## config.mk

```make
export PLATFORM = sky130hd
export DESIGN_NAME = seq_divider_16
export DESIGN_NICKNAME = d
export VERILOG_FILES = /design/src/rtl/seq_divider_16.sv
export SDC_FILE = /design/constraint.sdc
export NUM_CORES = 1
export LEC_CHECK = 0
export ABC_AREA = 1
export CAP_MARGIN = 20
export CORE_ASPECT_RATIO = 1.2
export CORE_MARGIN = 5
export CORE_UTILIZATION = 52
export DETAILED_ROUTE_END_ITERATION = 16
export MAX_ROUTING_LAYER = met4
export PLACE_DENSITY = 0.75
export RECOVER_POWER = 100
export REMOVE_ABC_BUFFERS = 1
export SLEW_MARGIN = 20
export SYNTH_ARGS = -nofsm -noshare
export SYNTH_HDL_FRONTEND = slang
export SYNTH_SLANG_ARGS = --single-unit
```

## constraint.sdc

```tcl
create_clock -name clk -period 2.01 [get_ports clk]
set_input_delay 0.201 -clock clk [delete_from_list [all_inputs] [get_ports clk]]
set_output_delay 0.201 -clock clk [all_outputs]
set_load 0.02 [all_outputs]
```

## src/rtl/seq_divider_16.sv

```systemverilog
// seq_divider_16 -- sequential signed divider (radix-2 restoring).
//
// Divides a two's-complement dividend by a two's-complement divisor using
// operand magnitudes, one quotient bit per cycle, then applies sign
// correction. Division truncates toward zero; the remainder takes the sign
// of the dividend. The result appears WIDTH+1 cycles after a start is
// accepted, together with a one-cycle done pulse.
//
// Ports:
//   clk        system clock, rising edge
//   rst        asynchronous, active-high reset
//   start      request, accepted only while idle (busy=0)
//   dividend   two's-complement dividend, sampled with start
//   divisor    two's-complement divisor, sampled with start
//   quotient   signed quotient, held until the next completion
//   remainder  signed remainder, held until the next completion
//   busy       high from the cycle after acceptance until the done cycle
//   done       one-cycle pulse, results valid from this cycle
//   div_zero   divide-by-zero flag, valid with done
//
// Optional feature macro: DIV_ZERO_DETECT_EN
//   defined   : a zero divisor skips the iteration, completes 2 cycles after
//               acceptance with quotient=FFFF, remainder=dividend, div_zero=1
//   undefined : no detection; a zero divisor runs the normal iteration and
//               div_zero is tied low

module seq_divider_16 #(
  parameter int WIDTH = 16
) (
  input  logic             clk,
  input  logic             rst,
  input  logic             start,
  input  logic [WIDTH-1:0] dividend,
  input  logic [WIDTH-1:0] divisor,
  output logic [WIDTH-1:0] quotient,
  output logic [WIDTH-1:0] remainder,
  output logic             busy,
  output logic             done,
  output logic             div_zero
);

  localparam int CW = $clog2(WIDTH + 1);

  typedef enum logic [1:0] {S_IDLE, S_CALC, S_SIGN} state_t;

  state_t           r_state;
  state_t           w_next;
  logic [CW-1:0]    r_cnt;
  logic             r_done;
  logic [WIDTH-1:0] r_quotient;
  logic [WIDTH-1:0] r_remainder;

  // Datapath registers (not reset: only meaningful after an accepted start)
  logic [WIDTH-1:0] r_rem;
  logic [WIDTH-1:0] r_quo;
  logic [WIDTH-1:0] r_dvs;
  logic             r_sign_q;
  logic             r_sign_r;

  logic             w_accept;
  logic             w_last;
  logic [WIDTH:0]   w_shift;
  logic [WIDTH-1:0] w_sub;
  logic             w_fits;

  // Magnitude of a two's-complement value; the most negative value maps to
  // 2^(WIDTH-1), which is still representable as an unsigned magnitude.
  function automatic logic [WIDTH-1:0] f_abs(input logic [WIDTH-1:0] v);
    return v[WIDTH-1] ? ({WIDTH{1'b0}} - v) : v;
  endfunction

  function automatic logic [WIDTH-1:0] f_neg_cond(input logic             neg,
                                                  input logic [WIDTH-1:0] v);
    return neg ? ({WIDTH{1'b0}} - v) : v;
  endfunction

  assign w_accept = (r_state == S_IDLE) && start;
  assign w_last   = (r_cnt == CW'(WIDTH - 1));

  // The shifted partial remainder needs WIDTH+1 bits. After each step the
  // kept remainder is below |divisor| <= 2^(WIDTH-1), so WIDTH bits suffice
  // for storage, and the difference (when it fits) is also below 2^WIDTH.
  assign w_shift = {r_rem, r_quo[WIDTH-1]};
  assign w_fits  = (w_shift >= {1'b0, r_dvs});
  assign w_sub   = w_shift[WIDTH-1:0] - r_dvs;

`ifdef DIV_ZERO_DETECT_EN
  logic r_dz;
  logic r_div_zero;
  logic w_dvs_zero;
  logic w_dz_hold;

  assign w_dvs_zero = (divisor == {WIDTH{1'b0}});
  // A zero-divisor request spends two cycles in SIGN so that done lands
  // two cycles after acceptance; the counter marks the first of them.
  assign w_dz_hold  = r_dz && (r_cnt == {CW{1'b0}});
  assign div_zero   = r_div_zero;
`else
  assign div_zero   = 1'b0;
`endif

  always_ff @(posedge clk or posedge rst) begin
    if (rst) r_state <= S_IDLE;
    else     r_state <= w_next;
  end

  always_comb begin
    w_next = r_state;
    unique case (r_state)
      S_IDLE: begin
        if (start) begin
`ifdef DIV_ZERO_DETECT_EN
          w_next = w_dvs_zero ? S_SIGN : S_CALC;
`else
          w_next = S_CALC;
`endif
        end
      end
      S_CALC: begin
        if (w_last) w_next = S_SIGN;
      end
      S_SIGN: begin
`ifdef DIV_ZERO_DETECT_EN
        w_next = w_dz_hold ? S_SIGN : S_IDLE;
`else
        w_next = S_IDLE;
`endif
      end
      default: w_next = S_IDLE;
    endcase
  end

  // Control and result registers
  always_ff @(posedge clk or posedge rst) begin
    if (rst) begin
      r_cnt       <= {CW{1'b0}};
      r_done      <= 1'b0;
      r_quotient  <= {WIDTH{1'b0}};
      r_remainder <= {WIDTH{1'b0}};
`ifdef DIV_ZERO_DETECT_EN
      r_dz        <= 1'b0;
      r_div_zero  <= 1'b0;
`endif
    end else begin
      r_done <= 1'b0;
      unique case (r_state)
        S_IDLE: begin
          if (start) begin
            r_cnt <= {CW{1'b0}};
`ifdef DIV_ZERO_DETECT_EN
            r_dz  <= w_dvs_zero;
`endif
          end
        end
        S_CALC: begin
          r_cnt <= r_cnt + 1'b1;
        end
        S_SIGN: begin
`ifdef DIV_ZERO_DETECT_EN
          if (w_dz_hold) begin
            r_cnt <= r_cnt + 1'b1;
          end else begin
            r_div_zero <= r_dz;
`else
          begin
`endif
            r_quotient  <= f_neg_cond(r_sign_q, r_quo);
            r_remainder <= f_neg_cond(r_sign_r, r_rem);
            r_done      <= 1'b1;
          end
        end
        default: r_done <= 1'b0;
      endcase
    end
  end

  // Iteration datapath: load magnitudes on accept, one quotient bit per CALC cycle
  always_ff @(posedge clk) begin
    if (w_accept) begin
      r_dvs    <= f_abs(divisor);
      r_sign_r <= dividend[WIDTH-1];
`ifdef DIV_ZERO_DETECT_EN
      if (w_dvs_zero) begin
        // Preload the final state directly: all-ones quotient with no sign
        // flip, and |dividend| as remainder so sign correction restores it.
        r_quo    <= {WIDTH{1'b1}};
        r_rem    <= f_abs(dividend);
        r_sign_q <= 1'b0;
      end else begin
        r_quo    <= f_abs(dividend);
        r_rem    <= {WIDTH{1'b0}};
        r_sign_q <= dividend[WIDTH-1] ^ divisor[WIDTH-1];
      end
`else
      r_quo    <= f_abs(dividend);
      r_rem    <= {WIDTH{1'b0}};
      r_sign_q <= dividend[WIDTH-1] ^ divisor[WIDTH-1];
`endif
    end else if (r_state == S_CALC) begin
      r_rem <= w_fits ? w_sub : w_shift[WIDTH-1:0];
      r_quo <= {r_quo[WIDTH-2:0], w_fits};
    end
  end

  assign quotient  = r_quotient;
  assign remainder = r_remainder;
  assign busy      = (r_state != S_IDLE);
  assign done      = r_done;

endmodule

```

Word level (Yosys, flattened, before mapping). Index checks and enable logic that the tools add are counted.

Register bits after elaboration: 90. Input port bits: 35. Output and inout port bits: 35. Logic and storage cells: 44.

Add/sub/neg operators: 6. Order comparisons: 1. Equal/unequal tests: 5. Muxes and demuxes: 13. Bitwise logic cells: 1. Reductions and logical operators: 7.

Operator list (number): $mux W16 (6); $sub A1 B16 Y16 const A (4); $ge A17 B16 Y1 (1); $sub A16 B16 Y16 (1); $mux W15 (1); $pmux W5 S2 (1); $reduce_bool A2 Y1 (3); $add A5 B1 Y5 const B (1); $eq A5 B4 Y1 const B (1); $mux W5 (1); $mux W2 (2); $ne A2 B2 Y1 const B (2); $pmux W2 S2 (1); $reduce_and A2 Y1 (2); $eq A2 B1 Y1 const B (1); $eq A2 B2 Y1 const B (1); $logic_not A2 Y1 (1); $logic_and A1 B1 Y1 (1); $mux W1 (1); $xor A1 B1 Y1 (1).

Longest topological paths before layout. Gate-level depths: netlist of run 1.

Depth in word-level cells: 3. Gate-level depth with buffers: 14. Gate-level depth less buffers: 14.

Least setup slack after synthesis of run 1. Ideal clock, no wire load.

Path kind: flip-flop to flip-flop. Start point: reg r_quo[15]. End point: reg r_rem[14]. Setup time: 0.112 ns. Data arrival time: 1.718 ns. Setup slack: 0.180 ns. Stages on the path, launching flop included: 12. Period minus slack after synthesis: 1.830 ns. Cells stage by stage: edfxtp_1 inv_1 ha_1 fa_1 nor2_1 nor2_1 o21ai_1 nand2_1 nand3_1 nand3_2 nand2_1 nand2_1.

Word-level cells in the longest chain between the ends: 2.

Ends and longest elaborated chain: from (decl) (RTL line 55) `logic [WIDTH-1:0] r_quo;`; from (signal assigned) (RTL line 195) `r_quo <= f_abs(dividend);`; from (signal assigned) (RTL line 201) `r_quo <= {r_quo[WIDTH-2:0], w_fits};`; $sub A16 B16 Y16 / $ge A17 B16 Y1 (equally long branches) (RTL line 85, 84); $mux W16 (*) (RTL line 200) `r_rem <= w_fits ? w_sub : w_shift[WIDTH-1:0];`; to (signal assigned) (RTL line 196) `r_rem <= {WIDTH{1'b0}};`; to (signal assigned) (RTL line 200); to (decl) (RTL line 54) `logic [WIDTH-1:0] r_rem;`.

Mark *: on every way between the ends. The rest lies on a longest branch, timed or not. A chain may end at the register's enable or synchronous reset.

Final worst setup path of run 1.
Start point: reg r_dvs[2]. End point: reg r_rem[7].

Word-level cells in the longest chain between the ends: 2.

Ends and longest elaborated chain: from (decl) (RTL line 56) `logic [WIDTH-1:0] r_dvs;`; from (signal assigned) (RTL line 180) `r_dvs <= f_abs(divisor);`; $sub A16 B16 Y16 / $ge A17 B16 Y1 (equally long branches) (RTL line 85, 84); $mux W16 (*) (RTL line 200).

Marked as above.

==> run metrics, run 1 <==
max-slew violations 0; Worst Setup Start Kind flop; CTS sink count 90; max-cap violation count 0; Worst Setup End Kind flop; first-pass GRT wire length 24,800 um; core area 0.0111 mm^2; Worst slew margin 0.321; FMAX 524 MHz; final core utilization 0.659; CP max FO 6; Routed Antenna Nets 0; Post-Syn Area 0.00592 mm^2; top post-synthesis cells by area edfxtp_1 17%, dfrtp_1 17%, nand2_1 15%, inv_1 7.6%, nand3_1 6.7%; share of post-route cells with drive strength above 1 0.0861; status completed; Commonest cells post-synth 234 x nand2_1, 120 x inv_1, 79 x nand3_1; RD Place Congestion 0.962; CP Data Arrival Time 2.12 ns; wire per inst 14.0 um; gr ovfl total 0; height of the die 127 um; Final Instance Area 0.00731 mm^2; minimum clock period 1.91 ns; CP Class flop to flop; Hold Vio Cnt, Final 0; DRC violations left 0; WL final 14,800 um; Max VDD drop 0.000853 V; Yosys top cell area share 0.173; Hold Path Class flop to flop; Total Routing Usage GR 0.231; via count of the first global-routing pass 5,322; largest net degree at the start of global routing 49; most common cell in the netlist nand2_1; Layout Nets 959; Worst-Skew Late Latency 0.33 ns; syn avg cell area 7.29 um^2; P&R area growth vs syn 23.5%; DRT Pass-1 Iters 5; CTS tree done; asr flop ratio synth 0.444; CTS Buf Count 9; Ys Warns 0; top_reg_cell synth dfrtp_1; Worst Path Required 2.22 ns; Ant. Diodes 0; DR vias 5,503; multi-input logic area 0.00310 mm^2; Max clock buf depth 2; total die area 0.0136 mm^2; Initial DRC Count 336; number of synthesized flops with an enable pin 34; synth unique cells 40; period utilization 0.950; I/O pins 70; H-tree level count 3; Core Rows 42; Syn Inst Count 812; Layout Skew 0.00599 ns; placed cell areas 0.00692 mm^2; Final setup viols 0; synthesized flop and latch total 90; via/cell ratio 5.19; root buf cell clkbuf_16; Tot Pwr 0.0114 W; fillers 980; initial antenna violation count 0; Die X 107 um; area leader, netlist edfxtp_1; Seq. cell area 0.00234 mm^2; PortBufs 68; worst slew pin tran 1.02 ns; Power per Cell Area 1560 mW/mm^2; Clock transition at path regs 0.07 ns; effective utilization at floorplan 0.534; Lkg Pwr 3.59 nW; placed wire-length estimate 11,800 um; sequential area share after synthesis 0.396
layout make-up:
| cell class | instances | area share |
|---|---|---|
| Clock buffer | 10 | 0.0327 |
| Timing Repair Buffer | 99 | 0.124 |
| Clock inverter | 6 | 0.00805 |
| Inverter | 124 | 0.0637 |
| Tap cell | 154 | 0.0264 |
| Sequential cell | 90 | 0.321 |
| Multi-Input combinational cell | 577 | 0.424 |
cell usage in the layout (no fill, tap or decap), types with 12 or more instances in the layout:
| master | instances |
|---|---|
| a21oi_1 | 14 |
| buf_4 | 20 |
| clkdlybuf4s50_1 | 29 |
| dfrtp_1 | 40 |
| dfxtp_1 | 15 |
| dlygate4sd3_1 | 39 |
| edfxtp_1 | 34 |
| ha_1 | 14 |
| inv_1 | 121 |
| nand2_1 | 234 |
| nand3_1 | 79 |
| nand4_1 | 12 |
| nor2_1 | 58 |
| o21ai_0 | 59 |
| xor2_1 | 39 |
path summary, 6_finish.rpt:
kind	cells after the start	slack (ns)	startpoint	to
worst min register to register	2	0.47	remainder[14]$_DFFE_PP0P_	remainder[14]$_DFFE_PP0P_
worst max-delay path	10	0.10	r_dvs[2]$_DFFE_PP_	r_rem[7]$_SDFFE_PP0P_
worst max register to register	10	0.10	r_dvs[2]$_DFFE_PP_	r_rem[7]$_SDFFE_PP0P_
min in group asynchronous	3	0.62	rst	r_cnt[2]$_DFFE_PP0P_
max in group asynchronous	3	0.76	rst	remainder[2]$_DFFE_PP0P_
worst min-delay path	2	0.47	remainder[14]$_DFFE_PP0P_	remainder[14]$_DFFE_PP0P_
registers in the layout, indices dropped and copies added, names as in the netlist:
register,flops
done,1
quotient,16
r_cnt,5
r_dvs,16
r_quo,16
r_rem,16
r_sign_q,1
r_sign_r,1
r_state,2
remainder,16
per-stage QoR:
| step | instances | worst slack [ns] | setup TNS [ns] | hold WS (ns) |
|---|---|---|---|---|
| 6_report | 1060 | 0.101 | 0 | 0.471 |
| 5_1_grt | 1060 | -0.0139 | -0.0297 | 0.492 |
| 4_1_cts | 1059 | 0.0385 | 0 | 0.307 |
| 3_5_place_dp | 1043 | -0.0625 | -0.0667 | 0.465 |
| 3_3_place_gp | 1043 | 0.0150 | 0 | 0.463 |
| 2_1_floorplan | 791 | -0.411 | -9.83 | 0.300 |
worst max-delay path, cell delays in order (launching register included):
cell and delay (ns):
edfxtp_1 0.38, inv_1 0.09, ha_2 0.31, a21oi_1 0.16
nand2_1 0.12, nand2_1 0.08, nand2_1 0.14, xnor2_1 0.29
nand2_1 0.09, nand3_1 0.06, o21ai_0 0.07
timing repair:
| action | CTS | global route |
|---|---|---|
| endpoints found under the hold margin | 0 | 0 |
| gates resized for setup | 0 | 17 |
| buffers inserted | 0 | 1 |
| endpoints found under the setup margin | 0 | 16 |
| hold buffers | 0 | 0 |
power by group:
part / leakage [nW] / switching, W / internal, W
Sequential: 0.937 / 0.000667 / 0.00283
Combinational: 2.51 / 0.00374 / 0.00255
Clock: 0.143 / 0.000743 / 0.000898
Total: 3.59 / 0.00515 / 0.00628
per-layer routing:
layer | track usage | wire length [um] | up-vias
met4 | 0.0721 | 369 | 0
met3 | 0.0259 | 523 | 28
li1 | - | - | 2782
met2 | 0.412 | 7690 | 149
met1 | 0.273 | 6260 | 2544
met5 | - | 0 | -
logic make-up (layout without fill, tap and decap cells):
family	Yosys count	count (layout)	share of synthesized area
AOI/OAI and AO/OA	91	91	0.0839
xor gates and xnor gates	48	48	0.0710
adders and majority gates	23	23	0.0499
buffers and inverters	145	239	0.0968
DFF	90	90	0.396
other	1	1	0.000634
and+or+nand+nor	414	414	0.302
(Power assumes the default switching activity.)
==> run 2: changes to the inputs <==
--- a/config.mk
+++ b/config.mk
@@ -7,7 +7,7 @@
 export LEC_CHECK = 0
 export ABC_AREA = 1
 export CAP_MARGIN = 20
-export CORE_ASPECT_RATIO = 1.2
+export CORE_ASPECT_RATIO = 1.1
 export CORE_MARGIN = 5
 export CORE_UTILIZATION = 52
 export DETAILED_ROUTE_END_ITERATION = 16
==> run 2 against run 1 <==
Effect of this change:
- cell area grew 0.68%
- sequential share of layout area is 0.24 points lower
- total power rose by 1.5%
- non-clock buffer count rose by 4
- register-to-register slack improved by 0.03 ns
- hold slack got worse by 0.016 ns
- sequential cell count is the same
- critical path depth up 1
- sequential power is 1% lower
- via count decreased by 1.5%
- critical endpoint unchanged
- largest power group unchanged
- highest routed layer unchanged
==> run metrics, run 2 (same netlist as run 1, synthesis figures left out) <==
Total Routing Usage GR 0.215; Layout Skew 0.00711 ns; wire per inst 13.4 um; placed wire-length estimate 11,100 um; DRC violations left 0; Worst Path Required 2.23 ns; period utilization 0.936; placed cell areas 0.00692 mm^2; Final Instance Area 0.00736 mm^2; effective utilization at floorplan 0.538; DRT Pass-1 Iters 5; total die area 0.0136 mm^2; CP max FO 8; Worst Setup Start Kind flop; worst slew pin tran 0.958 ns; first-pass GRT wire length 23,300 um; via count of the first global-routing pass 4,994; FMAX 532 MHz; Final setup viols 0; I/O pins 70; CP Data Arrival Time 2.10 ns; most frequent cells in the layout 230 x nand2_1, 120 x inv_1, 78 x nand3_1; minimum clock period 1.88 ns; CTS Buf Count 9; gr ovfl total 0; P&R area growth vs syn 24.3%; Initial DRC Count 412; Hold Path Class primary input to flop; commonest non-fill, non-tap cell in the layout nand2_1; height of the die 122 um; Max clock buf depth 2; core area 0.0110 mm^2; Power per Cell Area 1580 mW/mm^2; share of post-route cells with drive strength above 1 0.100; Layout Nets 963; CP Class flop to flop; root buf cell clkbuf_16; largest net degree at the start of global routing 49; multi-input logic area 0.00313 mm^2; Routed Antenna Nets 0; Seq. cell area 0.00234 mm^2; max-slew violations 0; PortBufs 68; CTS sink count 90; Max VDD drop 0.000689 V; WL final 14,100 um; fillers 985; # hold bufs at CTS 0; Clock transition at path regs 0.07 ns; dpl cells 1,037; DR vias 5,422; Die X 112 um; H-tree level count 3; Lkg Pwr 3.61 nW; Final Non-Filler Cells 1,057; Core Rows 40; initial antenna violation count 0; max-cap violation count 0; Hold Vio Cnt, Final 0; status completed; Worst slew margin 0.361; final core utilization 0.668; CTS tree done; Worst Setup End Kind flop; Ant. Diodes 0; RD Place Congestion 0.926; Worst-Skew Late Latency 0.34 ns; WHS 0.455 ns; via/cell ratio 5.13
## run 2: changes by cell type in the layout (fill, tap and decap cells not counted), sizes merged
cell,delta
buf,+5
clkinv,-2
inv,+2
clkbuf,-1
## run 2: metal layers
metal | track usage | share of wire
met1 | 0.297 | 0.47
met2 | 0.324 | 0.45
met3 | 0.0298 | 0.058
met4 | 0.0783 | 0.018
met5 | - | 0
## run 2: path summary, 6_finish.rpt
path	startpoint	to	slack (ns)	cells after the start
setup / recovery	r_rem[6]$_SDFFE_PP0P_	r_rem[7]$_SDFFE_PP0P_	0.13	11
hold reg to reg	remainder[12]$_DFFE_PP0P_	remainder[12]$_DFFE_PP0P_	0.47	2
min in group asynchronous	rst	done$_DFF_PP0_	0.59	3
hold / removal	divisor[0]	r_dvs[0]$_DFFE_PP_	0.46	1
setup reg to reg	r_rem[6]$_SDFFE_PP0P_	r_rem[7]$_SDFFE_PP0P_	0.13	11
max in group asynchronous	rst	remainder[8]$_DFFE_PP0P_	0.82	3
## run 2: power breakdown
| group | switching (W) | internal [W] |
|---|---|---|
| Combinational | 0.00383 | 0.00266 |
| Clock | 0.000756 | 0.000899 |
| Sequential | 0.000633 | 0.00283 |
| Total | 0.00522 | 0.00639 |
## run 2: layout make-up
cell class              count  area share
multi-input cells         577       0.425
flip-flops and latches     90       0.318
repair buffers            103       0.129
inverters                 124      0.0633
clock buffers              10      0.0325
well taps                 147      0.0250
clock inverters             6     0.00731
## run 2: critical path: stages, from the launching register on
cell     delay (ns)
dfxtp_1        0.35
ha_1           0.38
nand2_2        0.12
nor2_4         0.17
nand3_2        0.11
nand3_2        0.12
nand2_4        0.07
nand2_4        0.10
buf_4          0.15
nand2_1        0.05
nand3_1        0.06
o21ai_0        0.07
## run 2: repair_timing
item	CTS	global route
setup endpoints to repair	0	18
gates resized for setup	0	27
buffers inserted	0	4
## run 2: stage by stage
step,setup WS (ns),total power [W],TNS [ns]
6_report,0.130,0.0116,0
5_1_grt,-0.0164,0.0126,-0.0407
4_1_cts,0.0236,0.0114,0
3_5_place_dp,-0.0510,0.00971,-0.0510
3_3_place_gp,0.0315,0.00954,0
2_1_floorplan,-0.411,0.00740,-9.83
==> run 3: changes to the inputs <==
--- a/config.mk
+++ b/config.mk
@@ -8,7 +8,6 @@
 export ABC_AREA = 1
 export CAP_MARGIN = 20
 export CORE_ASPECT_RATIO = 1.1
-export CORE_MARGIN = 5
 export CORE_UTILIZATION = 52
 export DETAILED_ROUTE_END_ITERATION = 16
 export MAX_ROUTING_LAYER = met4
==> run 3 against run 2 <==
Effect of this change:
- combinational power fell by 7.6%
- clock power decreased by 2%
- cell area shrank 3.0%
- critical path type unchanged
- critical endpoint is now r_rem[0]$_SDFFE_PP0P_
==> run metrics, run 3 (same netlist as run 1, synthesis figures left out) <==
Worst-Skew Late Latency 0.35 ns; clock share of power 0.146; Sw Share 0.458; max-cap violation count 0; status completed; Initial DRC Count 382; gr ovfl total 0; final core utilization 0.648; height of the die 114 um; RD Place Congestion 0.907; P_int 0.00600 W; Core Rows 40; share of post-route cells with drive strength above 1 0.0792; initial antenna violation count 0; H-tree level count 3; Power per Cell Area 1550 mW/mm^2; Total Routing Usage GR 0.238; root buf cell clkbuf_16; Worst Setup Start Kind flop; CP Data Arrival Time 2.14 ns; Die X 104 um; Final setup viols 0; most frequent cells in the layout 230 x nand2_1, 121 x inv_1, 79 x nand3_1; Logic pwr share 0.542; via count of the first global-routing pass 4,830; core area 0.0110 mm^2; min-delay src remainder[12]$_DFFE_PP0P_; Place WS -0.0293 ns; CTS tree done; first-pass GRT wire length 21,900 um; Worst Path Required 2.23 ns; Hold Path Class flop to flop; Seq pwr share 0.312; WL final 13,300 um; setup ws final 0.0959 ns; CP Class flop to flop; Layout Nets 950; minimum clock period 1.91 ns; FMAX 522 MHz; switching power 0.00507 W; beginning of the critical path r_dvs[14]$_DFFE_PP_; largest net degree at the start of global routing 41; # hold bufs at CTS 0; reg-to-reg critical path startpoint r_dvs[14]$_DFFE_PP_; Routed Antenna Nets 0; dpl cells 1,028; DRT Pass-1 Iters 5; via/cell ratio 5.17; placed wire-length estimate 10,600 um; worst slew pin tran 0.907 ns; CP max FO 16; Layout Skew 0.00739 ns; DRC violations left 0; Worst slew margin 0.395; CTS sink count 90; commonest non-fill, non-tap cell in the layout nand2_1; Ant. Diodes 0; Lkg Pwr 3.55 nW; effective utilization at floorplan 0.538; CTS Buf Count 9; Worst Setup End Kind flop; period utilization 0.952; P&R area growth vs syn 20.6%; PortBufs 68; max-slew violations 0; DR vias 5,402; Final Non-Filler Cells 1,044; total die area 0.0118 mm^2; Max VDD drop 0.000581 V; Hold Vio Cnt, Final 0; wire per inst 12.7 um; Max clock buf depth 2; Clock transition at path regs 0.07 ns; I/O pins 70
-- run 3: worst paths after layout --
kind	end	slack (ns)	depth (start not counted)
worst min register to register	remainder[12]$_DFFE_PP0P_	0.47	2
max in group asynchronous	remainder[11]$_DFFE_PP0P_	0.87	3
worst max register to register	r_rem[0]$_SDFFE_PP0P_	0.1	10
worst max-delay path	r_rem[0]$_SDFFE_PP0P_	0.1	10
min in group asynchronous	quotient[2]$_DFFE_PP0P_	0.57	3
worst min-delay path	remainder[12]$_DFFE_PP0P_	0.47	2
-- run 3: metal layers --
layer / up-vias / share of wire / wire (um) / track usage
li1: 2761 / - / - / -
met4: 0 / 0.013 / 175 / 0.0714
met5: - / 0 / 0 / -
met2: 168 / 0.46 / 6130 / 0.387
met3: 17 / 0.047 / 626 / 0.0314
met1: 2456 / 0.48 / 6340 / 0.314
-- run 3: layout make-up --
| type | instances | area [um^2] |
|---|---|---|
| fill | 983 | 3870 |
| multi-input combinational | 577 | 3030 |
| sequential | 90 | 2340 |
| timing repair buffer | 90 | 830 |
| inverter | 124 | 465 |
| clock buffer | 9 | 225 |
| tap | 147 | 184 |
| clock inverter | 7 | 60.1 |
-- run 3: power groups by stage --
| stage | clock network (W) | logic (W) | registers, W |
|---|---|---|---|
| global route | 0.00173 | 0.00671 | 0.00356 |
| detailed placement | 0 | 0.00602 | 0.00349 |
| global placement | 0 | 0.00588 | 0.00345 |
| finish | 0.00162 | 0.00600 | 0.00346 |
| floorplan | 0 | 0.00364 | 0.00376 |
| CTS | 0.00165 | 0.00606 | 0.00346 |
-- run 3: worst max-delay path: stages (launching register included) --
cell	delay, ns
edfxtp_1	0.32
inv_1	0.05
ha_1	0.37
a21oi_2	0.21
o21a_1	0.15
nand2_2	0.07
nor2_4	0.11
buf_4	0.21
nand3_1	0.10
nand3_1	0.10
o21ai_0	0.08
-- run 3: per-stage QoR --
stage               hold slack [ns]  power [W]  TNS [ns]  area [um^2]
floorplan                     0.300    0.00740     -9.83         5810
global placement              0.460    0.00933         0         6850
detailed placement            0.466    0.00951   -0.0399         6850
CTS                           0.276     0.0112         0         7140
global route                  0.504     0.0120   -0.0265         7140
finish                        0.473     0.0111         0         7140
-- run 3: repair_timing --
| action | in CTS | in global routing |
|---|---|---|
| hold endpoints to repair | 0 | 0 |
| gates resized for setup | 1 | 11 |
| endpoints found under the setup margin | 1 | 12 |
| setup buffers | 0 | 0 |
| cloned | 0 | 0 |
| pin swaps | 0 | 1 |
